==> config.mk <==
export PLATFORM = sky130hd
export DESIGN_NAME = vs_stream_mux_nx1
export DESIGN_NICKNAME = d
export VERILOG_FILES = /design/src/rtl/vs_stream_mux_nx1.sv
export SDC_FILE = /design/constraint.sdc
export NUM_CORES = 1
export LEC_CHECK = 0
export ABC_AREA = 1
export CAP_MARGIN = 5
export CORE_AREA = 5 5 81 83
export CTS_CLUSTER_DIAMETER = 150
export CTS_CLUSTER_SIZE = 30
export DETAILED_ROUTE_END_ITERATION = 12
export DIE_AREA = 0 0 86 88
export GPL_TIMING_DRIVEN = 1
export PLACE_DENSITY_LB_ADDON = 0.1
export SYNTH_ARGS = -nofsm -noshare
export SYNTH_HDL_FRONTEND = slang
export SYNTH_SLANG_ARGS = --single-unit
==> constraint.sdc <==
create_clock -name clk -period 3.85 [get_ports clk]
set_input_delay 0.77 -clock clk [delete_from_list [all_inputs] [get_ports clk]]
set_output_delay 0.77 -clock clk [all_outputs]
set_load 0.01 [all_outputs]
==> src/rtl/vs_stream_mux_nx1.sv <==
// Registered N:1 stream multiplexer with an internal round-robin or fixed-priority arbiter.
// A granted packet keeps the channel locked until its last beat has been accepted.
module vs_stream_mux_nx1 #(
    parameter int unsigned WIDTH   = 8,
    parameter int unsigned NUM_CH  = 4,
    parameter int unsigned RR_MODE = 1,
    localparam int unsigned SEL_W  = (NUM_CH > 1) ? $clog2(NUM_CH) : 1
) (
    input  logic                    clk,
    input  logic                    rst_n,
    input  logic [NUM_CH*WIDTH-1:0] s_data,
    input  logic [NUM_CH-1:0]       s_valid,
    input  logic [NUM_CH-1:0]       s_last,
    output logic [NUM_CH-1:0]       s_ready,
    output logic [WIDTH-1:0]        m_data,
    output logic                    m_last,
    output logic [SEL_W-1:0]        m_sel,
    output logic                    m_valid,
    input  logic                    m_ready
);

    logic [WIDTH-1:0] r_data;
    logic             r_last;
    logic [SEL_W-1:0] r_sel;
    logic             r_valid;
    logic             r_lock;
    logic [SEL_W-1:0] r_lock_idx;
    logic [SEL_W-1:0] r_ptr;

    logic             w_load_en;
    logic             w_accept;
    logic [SEL_W-1:0] w_grant;
    logic             w_grant_valid;
    logic [SEL_W-1:0] w_rr_idx;
    logic [SEL_W-1:0] w_ptr_next;
    logic [WIDTH-1:0] w_data;
    logic             w_last;

    assign w_load_en = !r_valid || m_ready;
    assign w_accept  = w_load_en && w_grant_valid;

    // A locked channel owns the output even while its valid is low mid-packet.
    always_comb begin
        w_grant       = '0;
        w_grant_valid = 1'b0;
        w_rr_idx      = '0;
        if (r_lock) begin
            w_grant       = r_lock_idx;
            w_grant_valid = s_valid[r_lock_idx];
        end else if (RR_MODE != 0) begin
            for (int unsigned k = 0; k < NUM_CH; k++) begin
                w_rr_idx = SEL_W'((32'(r_ptr) + k) % NUM_CH);
                if (!w_grant_valid && s_valid[w_rr_idx]) begin
                    w_grant       = w_rr_idx;
                    w_grant_valid = 1'b1;
                end
            end
        end else begin
            for (int unsigned k = 0; k < NUM_CH; k++) begin
                if (!w_grant_valid && s_valid[k]) begin
                    w_grant       = SEL_W'(k);
                    w_grant_valid = 1'b1;
                end
            end
        end
    end

    always_comb begin
        w_data = '0;
        w_last = 1'b0;
        for (int unsigned i = 0; i < NUM_CH; i++) begin
            if (w_grant == SEL_W'(i)) begin
                w_data = s_data[i*WIDTH +: WIDTH];
                w_last = s_last[i];
            end
        end
    end

    // Gated by rst_n so no channel sees a ready while the block is held in reset.
    always_comb begin
        s_ready = '0;
        for (int unsigned i = 0; i < NUM_CH; i++) begin
            s_ready[i] = rst_n && w_load_en && w_grant_valid && (w_grant == SEL_W'(i));
        end
    end

    assign w_ptr_next = (w_grant == SEL_W'(NUM_CH - 1)) ? '0 : w_grant + 1'b1;

    always_ff @(posedge clk or negedge rst_n) begin
        if (!rst_n) begin
            r_data     <= '0;
            r_last     <= 1'b0;
            r_sel      <= '0;
            r_valid    <= 1'b0;
            r_lock     <= 1'b0;
            r_lock_idx <= '0;
            r_ptr      <= '0;
        end else if (w_load_en) begin
            r_valid <= w_accept;
            if (w_accept) begin
                r_data <= w_data;
                r_last <= w_last;
                r_sel  <= w_grant;
                if (w_last) begin
                    r_lock <= 1'b0;
                    r_ptr  <= w_ptr_next;
                end else begin
                    r_lock     <= 1'b1;
                    r_lock_idx <= w_grant;
                end
            end
        end
    end

    assign m_data  = r_data;
    assign m_last  = r_last;
    assign m_sel   = r_sel;
    assign m_valid = r_valid;

endmodule

==> impl_metrics.csv <==
group,metric,value,unit
critical_path,rr_startpoint,"r_ptr[0]",
clock_tree,clock-sinks,17,
die,die_h,88,microns
critical_path,crit_chain,"clkdlybuf4s50_1, inv_1, nand2_2, nand3_1, nand2_2, nor2_4, nand3_1, nand2_1, inv_1, nand2_1, nand2_2, inv_1, ha_1, inv_1, nor2_1, dlygate4sd2_1",
logic_synthesis,syn-mean-instance-area,6.020,sq um
critical_path,startpoint_type,"input port",
critical_path,path_max_fanout,4,
clock_tree,clk_path_buf_depth,2,
detailed_routing,drt_wl_total,4122,microns
global_routing,grt.overflow.total,0,
critical_path,startpoint,"s_valid[3]",
clock_tree,cts_max_level,1,
clock_tree,cts_tree,"done",
clock_tree,cts_setup_buffers,0,
place,detailedPlace.worstSlack,0.002051,ns
logic_synthesis,yosysSeqAreaShare,0.3099,
timing,setup_viol,0,
die,initial_utilization,0.2374,
timing,tightest_slew,0.5061,ns
detailed_routing,wl_per_cell,11.14,microns
detailed_routing,dr.pass1.iters,4,
detailed_routing,drtIter0Drc,142,
detailed_routing,drcViolationCount,0,
die,coreArea,5781,sq um
critical_path,timing_worst_setup_path_type,"in -> out",
timing,final-max-slew-violation-count,0,
critical_path,cp_common_cell,"inv_1",
clock_tree,insertion_delay,0.25,ns
finish,drive_above_1_share,0.09831,
clock_tree,cts_root_buf,"clkbuf_8",
finish,fin_cells,370,
clock_tree,clkTransAtPathRegs,0.06,ns
die,rows,28,
logic_synthesis,synth-xor-area-share,0,
global_routing,antenna_found_initial,0,
critical_path,cp.required,3.08,ns
place,port_buffers,58,
timing,hold_viol,0,
die,die_x,86,microns
job,drv_cap,0,
timing,setup_ws,0.3032,ns
timing,fin_tns_setup,0,ns
clock_tree,cts_inserted_buffers,3,
min_path,hp-class,"reg -> reg",
finish,syn_to_final_growth,55.97,%
die,die-area,7568,sq um
critical_path,cpPeakStageDelay,0.42,ns
power,irDropWorstVdd,464.3,uV
logic_synthesis,muxShareOfSynthArea,0,
timing,post-route-period-util,0.9213,
logic_synthesis,synth_seq_cells,17,
logic_synthesis,syn_inst,228,
logic_synthesis,synth-simple-area-share,0.4294,
logic_synthesis,synth.net_count,275,
logic_synthesis,syn_area,1373,sq um
timing,post-route-min-period,3.547,ns
global_routing,grt_pass1_wl,6969,microns
finish,final_nets,343,
logic_synthesis,synth_cell_types,21,
logic_synthesis,synth_top_family_by_area,"simple AND/OR/NAND/NOR gates",
die,ios,59,
logic_synthesis,synth-adder-area-share,0.03646,
global_routing,grt_pass1_vias,1516,
status,status,"completed",
place,dp_hpwl,3386,microns
critical_path,worstSetupEndpointType,"primary output",
global_routing,grt_max_degree,18,
clock_tree,cts_resized,2,
timing,whs,0.4762,ns
timing,timing.slew.headroom,0.6591,
detailed_routing,vias,1516,
power,p_per_area,943.3,nW/um^2
logic_synthesis,synth_compound_area_frac,0.1231,
finish,fillers,646,
place,routabilityCongestion,0.7830,
place,dp_cells,366,
critical_path,cp.arrival,2.78,ns
clock_tree,ctsHoldBuffers,0,
finish,final_util,0.3703,
power,p_leak,1.131,nW
timing,clock.fmax,281.9,MHz
finish,diodes,0,
timing,rsz0062_at_grt,"no",
timing,finalClockSkew,0.002234,ns
min_path,hold_start,"m_sel[1]",
detailed_routing,ant_nets,0,
critical_path,crit_slowest_cell,"clkdlybuf4s50_1",
global_routing,gr-usage-all-layers,0.1128,
logic_synthesis,synth_warnings,0,
detailed_routing,avgViaCountPerCell,4.097,
synth_stat cells (all sizes together):
cell type,count,area share
nand3,10,0.049
nand2,123,0.35
buf,4,0.026
ha,4,0.036
o21ai,22,0.083
a21oi,11,0.040
inv,24,0.067
nor2,10,0.035
clkbuf,3,0.0082
dfrtp,17,0.31
layout by cell type (no fill, tap or decap), drive strengths merged:
master / instances
ha: 4
dfrtp: 17
nor2: 10
a21oi: 11
dlygate4sd2: 2
buf: 12
nand2: 123
dlymetal6s2s: 2
clkbuf: 4
clkdlybuf4s50: 54
inv: 24
o21ai: 22
nand3: 10
per-layer routing:
layer  global-route usage  up-vias  share of wire
met2               0.1675       48           0.42
met4              0.03453        0         0.0051
met3              0.01881        2          0.069
met5                    0        -              0
li1                     -      832              -
met1               0.1659      634           0.50
power by group:
group / internal (mW) / switching [mW] / leakage [nW]
Sequential: 0.273 / 0.0760 / 0.212
Combinational: 0.638 / 0.902 / 0.896
Clock: 0.0733 / 0.0578 / 0.0228
state kept, by name, indices dropped and copies added, names as in the netlist:
name and flops:
r_lock 1, r_ptr 2, r_lock_idx 2, m_data 8, m_last 1, m_valid 1
m_sel 2
cell families after synthesis:
logic type               Yosys count
flip-flops                        17
adder cells (fa/ha/maj)            4
AND/OR/NAND/NOR                  143
buffers and inverters             31
AO/OA/AOI/OAI                     33
worst max-delay path, delay by kind of cell:
kind | cells | cell delay, ns
simple gates | 9 | 0.87
buf+inv | 6 | 0.99
fa+ha+maj | 1 | 0.15
stage by stage:
| step | power (mW) | cell area, sq um |
|---|---|---|
| after floorplan | 1.355 | 1373 |
| after global placement | 1.930 | 2091 |
| after detailed placement | 1.906 | 2091 |
| after CTS | 2.040 | 2133 |
| after global routing | 2.292 | 2141 |
| final | 2.019 | 2141 |
final timing paths:
path,end,slack [ns],cells past startpoint
max reg2reg,r_ptr[0],0.85,23
min,m_sel[1],0.48,2
max,s_ready[0],0.30,16
max in group asynchronous,r_ptr[0],2.72,2
min in group asynchronous,m_sel[1],0.94,2
min reg2reg,m_sel[1],0.48,2
area by class of cell:
class	count	area, sq um	share of cell area
well taps	75	93.84	0.04383
repair buffers	70	673.1	0.3144
multi-input cells	180	810.8	0.3787
inverters	24	92.59	0.04325
flip-flops and latches	17	425.4	0.1987
clock buffers	4	45.04	0.02104
No activity file was read; power rests on OpenSTA's default activity.
